## src/rtl/backtrack_ctrl_if.sv

```systemverilog
// Trace-table and variable-assignment signals seen by the backtrack engine.
// master = backtrack_ctrl side, slave = trace_table / assignment-table side.
interface backtrack_ctrl_if #(
    parameter int VAR_W = 9
);
    logic             tt_empty;
    logic             tt_type_out;
    logic             tt_val_out;
    logic [VAR_W-1:0] tt_variable_out;
    logic             tt_pop;
    logic             tt_push;
    logic             tt_type;
    logic             tt_val;
    logic [VAR_W-1:0] tt_variable;
    logic             va_clear;
    logic             va_set;
    logic [VAR_W-1:0] va_var;
    logic             va_val;

    modport master (
        input  tt_empty, tt_type_out, tt_val_out, tt_variable_out,
        output tt_pop, tt_push, tt_type, tt_val, tt_variable,
        output va_clear, va_set, va_var, va_val
    );

    modport slave (
        output tt_empty, tt_type_out, tt_val_out, tt_variable_out,
        input  tt_pop, tt_push, tt_type, tt_val, tt_variable,
        input  va_clear, va_set, va_var, va_val
    );
endinterface

```

## src/rtl/backtrack_ctrl.sv

```systemverilog
// DPLL backtrack engine: pops the trail down to the latest decision and re-pushes it flipped.
// Optional statistics outputs (bt_count, max_pops) exist only when BACKTRACK_STATS_EN is defined.
module backtrack_ctrl #(
    parameter  int VAR_W = 9,
    parameter  int DEPTH = 512,
    localparam int CNT_W = $clog2(DEPTH + 1)
) (
    input  logic             clk,
    input  logic             reset,
    input  logic             start,
    output logic             busy,
    output logic             done,
    output logic             unsat,
    output logic [CNT_W-1:0] pop_count,
`ifdef BACKTRACK_STATS_EN
    output logic [31:0]      bt_count,
    output logic [CNT_W-1:0] max_pops,
`endif
    backtrack_ctrl_if.master tt
);

    typedef enum logic [1:0] {
        IDLE,
        SCAN,
        FLIP,
        FIN
    } state_t;

    localparam logic [CNT_W-1:0] CNT_MAX = CNT_W'(DEPTH);

    state_t             state_q, state_d;
    logic               found_q, found_d;
    logic [VAR_W-1:0]   saved_var_q, saved_var_d;
    logic               saved_val_q, saved_val_d;
    logic [CNT_W-1:0]   pop_count_q, pop_count_d;

    assign pop_count = pop_count_q;

    always_comb begin
        // NOTE: every output and next-state value gets a default first so no path infers a latch.
        state_d        = state_q;
        found_d        = found_q;
        saved_var_d    = saved_var_q;
        saved_val_d    = saved_val_q;
        pop_count_d    = pop_count_q;
        busy           = (state_q != IDLE);
        done           = 1'b0;
        unsat          = 1'b0;
        tt.tt_pop      = 1'b0;
        tt.tt_push     = 1'b0;
        tt.tt_type     = 1'b0;
        tt.tt_val      = 1'b0;
        tt.tt_variable = '0;
        tt.va_clear    = 1'b0;
        tt.va_set      = 1'b0;
        tt.va_var      = '0;
        tt.va_val      = 1'b0;

        case (state_q)
            IDLE: begin
                if (start) begin
                    state_d     = SCAN;
                    pop_count_d = '0;
                    found_d     = 1'b0;
                end
            end
            SCAN: begin
                if (tt.tt_empty) begin
                    state_d = FIN;
                end else begin
                    tt.tt_pop   = 1'b1;
                    tt.va_clear = 1'b1;
                    tt.va_var   = tt.tt_variable_out;
                    if (pop_count_q != CNT_MAX) begin
                        pop_count_d = pop_count_q + 1'b1;
                    end
                    // A decision entry ends the scan; it is popped here and re-pushed in FLIP.
                    if (!tt.tt_type_out) begin
                        saved_var_d = tt.tt_variable_out;
                        saved_val_d = tt.tt_val_out;
                        found_d     = 1'b1;
                        state_d     = FLIP;
                    end
                end
            end
            FLIP: begin
                tt.tt_push     = 1'b1;
                tt.tt_type     = 1'b1;
                tt.tt_val      = ~saved_val_q;
                tt.tt_variable = saved_var_q;
                tt.va_set      = 1'b1;
                tt.va_var      = saved_var_q;
                tt.va_val      = ~saved_val_q;
                state_d        = FIN;
            end
            FIN: begin
                done    = 1'b1;
                unsat   = ~found_q;
                state_d = IDLE;
            end
            default: state_d = IDLE;
        endcase
    end

    always_ff @(posedge clk) begin
        // NOTE: sequential state uses non-blocking assignments so all flops update together.
        if (reset) begin
            state_q     <= IDLE;
            found_q     <= 1'b0;
            saved_var_q <= '0;
            saved_val_q <= 1'b0;
            pop_count_q <= '0;
        end else begin
            state_q     <= state_d;
            found_q     <= found_d;
            saved_var_q <= saved_var_d;
            saved_val_q <= saved_val_d;
            pop_count_q <= pop_count_d;
        end
    end

`ifdef BACKTRACK_STATS_EN
    logic [31:0]      bt_count_q, bt_count_d;
    logic [CNT_W-1:0] max_pops_q, max_pops_d;

    assign bt_count = bt_count_q;
    assign max_pops = max_pops_q;

    always_comb begin
        bt_count_d = bt_count_q;
        max_pops_d = max_pops_q;
        if (state_q == FLIP && bt_count_q != 32'hFFFF_FFFF) begin
            bt_count_d = bt_count_q + 32'd1;
        end
        // pop_count only grows within a backtrack, so tracking it continuously captures each final value.
        if (pop_count_q > max_pops_q) begin
            max_pops_d = pop_count_q;
        end
    end

    always_ff @(posedge clk) begin
        if (reset) begin
            bt_count_q <= '0;
            max_pops_q <= '0;
        end else begin
            bt_count_q <= bt_count_d;
            max_pops_q <= max_pops_d;
        end
    end
`endif

endmodule

```

## src/flat_wrapper.sv

```systemverilog
// flat-port wrapper written by rule: the top's interface ports become plain ports
module backtrack_ctrl_flat 
#(
    parameter  int VAR_W = 9,
    parameter  int DEPTH = 512,
    localparam int CNT_W = $clog2(DEPTH + 1)
)
  (clk, reset, start, busy, done, unsat, pop_count, tt_tt_empty, tt_tt_type_out, tt_tt_val_out, tt_tt_variable_out, tt_tt_pop, tt_tt_push, tt_tt_type, tt_tt_val, tt_tt_variable, tt_va_clear, tt_va_set, tt_va_var, tt_va_val);
  backtrack_ctrl_if #(.VAR_W(VAR_W)) tt_i ();
  input  logic clk;
  input  logic reset;
  input  logic start;
  output logic busy;
  output logic done;
  output logic unsat;
  output logic [CNT_W-1:0] pop_count;
  input wire logic [$bits(tt_i.tt_empty)-1:0] tt_tt_empty;
  input wire logic [$bits(tt_i.tt_type_out)-1:0] tt_tt_type_out;
  input wire logic [$bits(tt_i.tt_val_out)-1:0] tt_tt_val_out;
  input wire logic [$bits(tt_i.tt_variable_out)-1:0] tt_tt_variable_out;
  output wire logic [$bits(tt_i.tt_pop)-1:0] tt_tt_pop;
  output wire logic [$bits(tt_i.tt_push)-1:0] tt_tt_push;
  output wire logic [$bits(tt_i.tt_type)-1:0] tt_tt_type;
  output wire logic [$bits(tt_i.tt_val)-1:0] tt_tt_val;
  output wire logic [$bits(tt_i.tt_variable)-1:0] tt_tt_variable;
  output wire logic [$bits(tt_i.va_clear)-1:0] tt_va_clear;
  output wire logic [$bits(tt_i.va_set)-1:0] tt_va_set;
  output wire logic [$bits(tt_i.va_var)-1:0] tt_va_var;
  output wire logic [$bits(tt_i.va_val)-1:0] tt_va_val;
  assign tt_i.tt_empty = tt_tt_empty;
  assign tt_i.tt_type_out = tt_tt_type_out;
  assign tt_i.tt_val_out = tt_tt_val_out;
  assign tt_i.tt_variable_out = tt_tt_variable_out;
  assign tt_tt_pop = tt_i.tt_pop;
  assign tt_tt_push = tt_i.tt_push;
  assign tt_tt_type = tt_i.tt_type;
  assign tt_tt_val = tt_i.tt_val;
  assign tt_tt_variable = tt_i.tt_variable;
  assign tt_va_clear = tt_i.va_clear;
  assign tt_va_set = tt_i.va_set;
  assign tt_va_var = tt_i.va_var;
  assign tt_va_val = tt_i.va_val;
  backtrack_ctrl #(.VAR_W(VAR_W), .DEPTH(DEPTH)) u_core (.clk(clk), .reset(reset), .start(start), .busy(busy), .done(done), .unsat(unsat), .pop_count(pop_count), .tt(tt_i));
endmodule
```

## config.mk

```make
export PLATFORM = sky130hd
export DESIGN_NAME = backtrack_ctrl_flat
export DESIGN_NICKNAME = d
export VERILOG_FILES = /design/src/rtl/backtrack_ctrl_if.sv /design/src/rtl/backtrack_ctrl.sv /design/src/flat_wrapper.sv
export SDC_FILE = /design/constraint.sdc
export NUM_CORES = 1
export LEC_CHECK = 0
export ABC_CLOCK_PERIOD_IN_PS = 4800
export BUFFER_PORTS_ARGS = -buffer_cell sky130_fd_sc_hd__buf_2
export CORE_MARGIN = 1.5
export CORE_UTILIZATION = 52
export CTS_CLUSTER_DIAMETER = 120
export CTS_CLUSTER_SIZE = 30
export DETAILED_ROUTE_END_ITERATION = 7
export MAX_ROUTING_LAYER = met4
export PLACE_DENSITY_LB_ADDON = 0.08
export SLEW_MARGIN = 10
export SYNTH_ARGS = -nofsm -noshare
export SYNTH_HDL_FRONTEND = slang
export SYNTH_SLANG_ARGS = --single-unit
export TNS_END_PERCENT = 50
```

## constraint.sdc

```tcl
create_clock -name clk -period 4.8 [get_ports clk]
set_input_delay 0.72 -clock clk [delete_from_list [all_inputs] [get_ports clk]]
set_output_delay 0.72 -clock clk [all_outputs]
set_load 0.01 [all_outputs]
```

==> results of run 1 <==
through the flow:
step / total power [µW] / utilization, %
2_1_floorplan: 522.8 / -
3_3_place_gp: 592.2 / 64.56
3_5_place_dp: 603.3 / 64.56
4_1_cts: 696.2 / 65.62
5_1_grt: 751.1 / 65.62
6_report: 694.6 / 65.62
synthesized netlist by cell type, drive strengths merged (2+ instances only):
master | count | area, µm²
a21oi | 14 | 70.07
nand3 | 5 | 35.03
clkbuf | 2 | 7.510
and2 | 9 | 56.30
nor2b | 15 | 93.84
nand2 | 8 | 32.54
nor2 | 14 | 52.55
nand4 | 4 | 25.02
nor3 | 4 | 20.02
a32o | 5 | 50.05
mux2i | 11 | 110.1
o21ai | 8 | 40.04
a311oi | 2 | 17.52
dfxtp | 23 | 460.4
and3 | 2 | 17.52
nor4 | 2 | 12.51
inv | 8 | 30.03
ha | 6 | 75.07
buf | 9 | 52.55
report_power, final:
group,internal [µW],switching (µW)
combinational,151,221
sequential,212,18.5
clock,32.4,60.0
kinds of logic (layout without fill, tap and decap cells):
family	Yosys count	after routing	synth area share, %
flip-flops	23	23	33.45
AND/OR/NAND/NOR	68	68	28.64
adder cells (fa/ha/maj)	6	6	5.454
multiplexers	11	11	8.000
buffers and inverters	19	64	6.546
AO/OA/AOI/OAI	37	37	17.91
layer usage:
metal	wire [µm]	share of wire (%)	global-route usage, %	vias to the layer above
met2	1557	48	36.75	51
li1	-	-	-	672
met3	193	5.9	2.459	2
met1	1511	46	32.78	648
met4	2	0.061	5.000	0
met5	0	0	-	-
how the worst min path moves through the flow:
stage,startpoint,to,slack (ns)
after floorplan,u_core.saved_var_q[0],u_core.saved_var_q[0],0.45
after global placement,u_core.saved_var_q[1],u_core.saved_var_q[1],0.47
after detailed placement,u_core.saved_var_q[7],u_core.saved_var_q[7],0.48
after CTS,u_core.saved_var_q[7],u_core.saved_var_q[7],0.51
after global routing,u_core.saved_val_q,u_core.saved_val_q,0.54
final,u_core.saved_var_q[7],u_core.saved_var_q[7],0.51
cell type report:
cell class	count	area share, %
Timing Repair Buffer	52	15.87
Sequential cell	23	28.07
Multi-Input combinational cell	122	50.34
Inverter	8	1.831
Clock buffer	4	1.602
Tap cell	30	2.288
registers in the layout (all words and copies together) (netlist names):
name and count:
u_core.saved_var_q 9, u_core.saved_val_q 1, u_core.state_q 2, u_core.pop_count 10, u_core.found_q 1
critical path, delay by kind of cell, from the launching register on:
family / cells / cell delay (ns)
simple gates: 2 / 0.62
buf+inv: 2 / 0.24
compound gates: 1 / 0.14
fa+ha+maj: 1 / 0.49
flops: 1 / 0.36
==> results.py, run 1 <==
metrics = {
    "flow_run": {
        "max_cap_violations": 0,
    },
    "worst_setup_path": {
        "start_kind": "flip-flop",
        "worst_r2r_startpoint": "u_core.state_q[1]",
        "critical-path-max-stage-delay_ns": 0.49,
        "setup.worst_path.end": "tt_va_var[6]",
        "cp.required_ns": 4.08,
        "data_arrival_at_the_endpoint_of_the_critical_path_ns": 2.16,
        "crit_path_end_kind": "primary output",
        "reg2reg_depth": 6,
        "worstReg2RegEnd": "u_core.saved_var_q[2]",
        "timing.critical_path.slowest_stage_cell": "ha_1",
        "timing.critical_path.from": "u_core.state_q[1]",
        "worstPathMaxFanout": 17,
        "regToRegSetupSlack_ns": 1.95,
        "worstPathCellList": "inv_1 > ha_1 > and2b_1 > a21oi_1 > nor2b_1 > buf_2",
        "criticalPathCategory": "reg -> out",
    },
    "placed_design": {
        "pre_cts_slack_ns": 1.991,
        "place_inst": 235,
        "dp_hpwl_mm": 2.408,
        "placedInstanceArea_um2": 1614,
        "routabilityCongestion": 0.8032,
        "io_buffer_count": 52,
    },
    "yosys": {
        "syn-cell-area_um2": 1376,
        "synth-edff-count": 0,
        "yosysWarningCount": 0,
        "ys_async_sr_fraction_pct": 0,
        "ys_seq_area_share_pct": 33.45,
        "synth_seq_cells": 23,
        "post_synth.cell_area_avg_um2": 8.392,
        "syn_nets": 185,
        "synth.lib_cells_used.distinct": 37,
        "synthCells": 164,
        "postSynth.topFlopCell": "dfxtp_1",
    },
    "route": {
        "routed_wirelength_mm": 3.265,
        "final_antenna_net_count": 0,
        "drt_first_iter_violations": 46,
        "drc": 0,
        "post_drt_wl_per_cell_um": 13.66,
        "route.detailed.vias_per_inst": 5.745,
        "drt-pass1-iter-count": 4,
        "vias": 1373,
    },
    "floorplanning": {
        "die_h_um": 54.45,
        "core_area_um2": 2500,
        "floorplan.io_pins": 53,
        "fp.dieW_um": 54.45,
        "dieArea_um2": 2964,
        "initial_core_util_pct": 55.06,
        "core.rowCount": 18,
    },
    "timing": {
        "layout_setup_ws_ns": 1.916,
        "timing_worst_slew_pin_value_ns": 1.104,
        "hold-worst-slack_ns": 0.5077,
        "clock.fmax_mhz": 346.8,
        "timing.max_slew.rel_slack_pct": 26.26,
        "slew_viol_final": 0,
        "finClkSkew_ns": 0.01346,
        "timing.final.hold_violations": 0,
        "report.final.setup_viol": 0,
        "final.setup.tns_ns": 0,
        "fin_crit_sh_pct": 60.07,
        "setup_repair_after_global_routing_missed_its_margin": "false",
        "finalCriticalPeriod_ns": 2.884,
    },
    "clock_tree": {
        "clk_transition_reported_paths_ns": 0.12,
        "root_buffer": "clkbuf_4",
        "cts_buffer_depth": 2,
        "cts.repair.resized": 0,
        "cts.repair_timing.setup_buffer_count": 0,
        "cts.sink_count": 23,
        "cts_tree": "built",
        "cts-buffers-inserted": 3,
        "insertion_delay_ns": 0.31,
        "cts-htree-levels": 1,
        "cts-hold-fix-buffers": 0,
    },
    "power_and_ir_drop": {
        "worst_ir_drop_vdd_uv": 303.1,
        "power.static_leakage_uw": 0.0007398,
        "power_density_nw_per_um2": 423.5,
    },
    "global_routing": {
        "antenna_found_initial": 0,
        "grt_pass1_wl_mm": 5.078,
        "global_route.overflow_total": 0,
        "pin_count_of_the_biggest_net_entering_global_routing": 24,
        "track_usage_pct": 23.52,
        "first_global_vias": 1142,
    },
    "worst_hold_path": {
        "hp_class": "reg -> reg",
        "holdPathStages": 2,
    },
    "cells_and_area": {
        "layout_commonest_cell": "buf_2",
        "layout.cell_area.non_filler_um2": 1640,
        "nNetsFinal": 231,
        "antenna_cells_inserted": 0,
        "multi_input_comb_area_um2": 825.8,
        "final-instance-count-excl-fill": 239,
        "area_taken_by_flip_flops_and_latches_um2": 460.4,
        "area_delta_synth_final_pct": 19.18,
        "layout.filler_cells": 235,
        "layout_common_cells": "buf_2 (52), dfxtp_1 (23), nor2b_1 (15)",
        "drive_gt1_share_pct": 29.19,
    },
    "outcome": {
        "outcome": "complete, no violations",
    },
}
No activity file was read; power rests on OpenSTA's default activity.
==> run 2: changes to the inputs <==
--- a/config.mk
+++ b/config.mk
@@ -5,10 +5,11 @@
 export SDC_FILE = /design/constraint.sdc
 export NUM_CORES = 1
 export LEC_CHECK = 0
-export ABC_CLOCK_PERIOD_IN_PS = 4800
+export ABC_AREA = 1
+export ABC_CLOCK_PERIOD_IN_PS = 2800
 export BUFFER_PORTS_ARGS = -buffer_cell sky130_fd_sc_hd__buf_2
 export CORE_MARGIN = 1.5
-export CORE_UTILIZATION = 52
+export CORE_UTILIZATION = 48
 export CTS_CLUSTER_DIAMETER = 120
 export CTS_CLUSTER_SIZE = 30
 export DETAILED_ROUTE_END_ITERATION = 7
==> constraint.sdc (replaced) <==
create_clock -name clk -period 2.8 [get_ports clk]
set_input_delay 0.42 -clock clk [delete_from_list [all_inputs] [get_ports clk]]
set_output_delay 0.42 -clock clk [all_outputs]
set_load 0.01 [all_outputs]
==> run 2 against run 1 <==
Compared with the run above:
- critical path depth increased by 2
- clock-buffer cell count shrank 1
- critical path type unchanged
- die area rose by 10%
- highest routed layer unchanged
==> results.py, run 2 <==
metrics = {
    "cells_and_area": {
        "area_delta_synth_final_pct": 18.43,
        "layout_commonest_cell": "buf_2",
        "nNetsFinal": 289,
        "layout_common_cells": "buf_2 (52), nand2_1 (47), nor2_1 (45)",
        "largest_register_ff_count": 10,
        "final-instance-count-excl-fill": 298,
        "layout.cell_area.non_filler_um2": 1664,
        "core_occupancy_in_the_finished_layout_pct": 60.34,
        "layout.filler_cells": 302,
        "antenna_cells_inserted": 0,
        "drive_gt1_share_pct": 23.97,
    },
    "yosys": {
        "synth_top_family_by_area": "simple AND/OR/NAND/NOR gates",
        "yosysWarningCount": 0,
        "netlist.top_cell.by_area": "dfxtp_1",
        "simple_gate_portion_of_the_synthesized_area_pct": 32.77,
        "ys_seq_area_share_pct": 32.77,
        "synth-edff-count": 0,
        "synth.most_common_cell": "nand2_1",
        "synth.lib_cells_used.distinct": 27,
        "synth_xor_xnor_area_share_pct": 1.247,
        "post_synth.cell_area_avg_um2": 6.358,
        "syn_nets": 242,
        "synth_mux_area_share_pct": 0,
        "synth_top_cell_area_share_pct": 32.77,
        "synth_compound_gate_area_share_pct": 14.25,
        "ys_async_sr_fraction_pct": 0,
        "synth_top_cells_by_area": "dfxtp_1 (33%), nand2_1 (13%), nor2_1 (12%), inv_1 (7.2%), a21oi_1 (7.1%)",
        "synth-adder-area-share_pct": 5.343,
        "postSynth.topFlopCell": "dfxtp_1",
        "synth_common_cells": "nand2_1 (47), nor2_1 (45), inv_1 (27), dfxtp_1 (23), a21oi_1 (20)",
        "synthCells": 221,
        "synth_seq_cells": 23,
        "syn-cell-area_um2": 1405,
    },
    "worst_setup_path": {
        "worstPathCellList": "inv_1 > ha_1 > inv_2 > nor2_1 > buf_4 > nand2_1 > a21oi_1 > buf_2",
        "criticalPathCategory": "reg -> out",
        "critical-path-max-stage-delay_ns": 0.42,
        "crit_path_end_kind": "primary output",
        "regToRegSetupSlack_ns": 0.66,
        "timing.critical_path.from": "u_core.state_q[1]",
        "reg2reg_depth": 9,
        "start_kind": "flip-flop",
        "worst_r2r_startpoint": "u_core.state_q[1]",
        "data_arrival_at_the_endpoint_of_the_critical_path_ns": 1.97,
        "timing.critical_path.slowest_stage_cell": "ha_1",
        "worstPathMaxFanout": 13,
        "worstReg2RegEnd": "u_core.saved_var_q[2]",
        "cp.required_ns": 2.38,
        "setup.worst_path.end": "tt_va_var[8]",
    },
    "route": {
        "post_drt_wl_per_cell_um": 10.30,
        "final_antenna_net_count": 0,
        "route.detailed.vias_per_inst": 4.772,
        "drt-pass1-iter-count": 4,
        "drc": 0,
        "vias": 1422,
        "drt_first_iter_violations": 38,
        "routed_wirelength_mm": 3.069,
    },
    "global_routing": {
        "global_route.overflow_total": 0,
        "first_global_vias": 1231,
        "track_usage_pct": 20.14,
        "antenna_found_initial": 0,
        "pin_count_of_the_biggest_net_entering_global_routing": 15,
        "grt_pass1_wl_mm": 5.195,
    },
    "timing": {
        "finClkSkew_ns": 0.0008928,
        "timing.max_slew.rel_slack_pct": 68.74,
        "clock.fmax_mhz": 417.6,
        "setup_repair_after_global_routing_missed_its_margin": "false",
        "fin_crit_sh_pct": 85.51,
        "timing.final.hold_violations": 0,
        "final.setup.tns_ns": 0,
        "timing_worst_slew_pin_value_ns": 0.4689,
        "finalCriticalPeriod_ns": 2.394,
        "slew_viol_final": 0,
        "report.final.setup_viol": 0,
    },
    "placed_design": {
        "routabilityCongestion": 0.8106,
        "place_inst": 294,
        "io_buffer_count": 52,
        "dp_hpwl_mm": 2.345,
        "placedInstanceArea_um2": 1637,
    },
    "clock_tree": {
        "root_buffer": "clkbuf_4",
        "cts_buffer_depth": 2,
        "cts-buffers-inserted": 3,
        "cts.repair.resized": 0,
        "cts-hold-fix-buffers": 0,
        "cts-htree-levels": 1,
        "cts.sink_count": 23,
        "cts.repair_timing.setup_buffer_count": 0,
        "insertion_delay_ns": 0.31,
        "cts_tree": "built",
        "clk_transition_reported_paths_ns": 0.12,
    },
    "floorplanning": {
        "dieArea_um2": 3261,
        "core_area_um2": 2758,
        "initial_core_util_pct": 50.95,
        "die_h_um": 57.11,
        "fp.dieW_um": 57.11,
        "core.rowCount": 19,
        "floorplan.io_pins": 53,
    },
    "power_and_ir_drop": {
        "power.static_leakage_uw": 0.0008689,
        "worst_ir_drop_vdd_uv": 630.0,
        "power_density_nw_per_um2": 666.5,
    },
    "worst_hold_path": {
        "hp_class": "in -> reg",
    },
    "flow_run": {
        "max_cap_violations": 0,
    },
    "outcome": {
        "outcome": "complete, no violations",
    },
}
run 2: cell count changes in the layout (fill, tap and decap cells not counted), sizes merged, moves of 9 or more:
cell / delta
and2: -9
inv: +21
mux2i: -11
nand2: +40
nor2: +34
nor2b: -15
run 2: how the worst min path moves through the flow:
stage / to / cells after the start / start
floorplan: u_core.saved_var_q[0] / 2 / u_core.saved_var_q[0]
global placement: u_core.saved_var_q[0] / 2 / u_core.saved_var_q[0]
detailed placement: u_core.saved_var_q[6] / 2 / u_core.saved_var_q[6]
CTS: u_core.saved_var_q[2] / 3 / tt_tt_variable_out[2]
global route: u_core.saved_var_q[5] / 3 / tt_tt_variable_out[5]
finish: u_core.saved_var_q[5] / 3 / tt_tt_variable_out[5]
run 2: cell type report:
type                            instances  area, µm²  area share (%)
Multi-Input combinational cell        156      753.2           45.26
Sequential cell                        23      460.4           27.67
Timing Repair Buffer                   53      267.8           16.09
Inverter                               31      116.4           6.992
Tap cell                               31      38.79           2.331
Clock buffer                            3      22.52           1.353
Clock inverter                          1      5.005          0.3008
run 2: kinds of logic after synthesis:
logic type	after synthesis
buffers and inverters	42
AO/OA/AOI/OAI	38
adder cells (fa/ha/maj)	6
AND/OR/NAND/NOR	110
flip-flops	23
XOR/XNOR	2
run 2: routing by layer:
metal | global-route usage [%] | wire, µm | share of wire (%) | vias to the layer above
li1 | - | - | - | 775
met1 | 29.15 | 1630 | 53 | 607
met2 | 29.72 | 1273 | 41 | 38
met3 | 4.762 | 156 | 5.1 | 2
met4 | 1.993 | 9 | 0.29 | 0
met5 | - | 0 | 0 | -
run 2: where the power goes:
group	switching (µW)	internal (µW)
registers	29.1	366
clock network	97.6	53.4
logic	377	186
run 2: critical path, delay by kind of cell, from the launching register on:
kind                     cells  cell delay (ns)
buffers and inverters        4             0.57
flip-flops                   1             0.36
AND/OR/NAND/NOR              2             0.18
adder cells (fa/ha/maj)      1             0.42
AO/OA/AOI/OAI                1             0.12
run 2: metrics by stage:
stage	hold slack (ns)	power, µW	setup slack [ns]
2_1_floorplan	0.4549	841.2	0.9940
3_3_place_gp	0.4641	960.2	0.7864
3_5_place_dp	0.4791	963.4	0.7012
4_1_cts	0.3601	1117	0.4279
5_1_grt	0.3534	1197	0.2468
6_report	0.3666	1109	0.4056
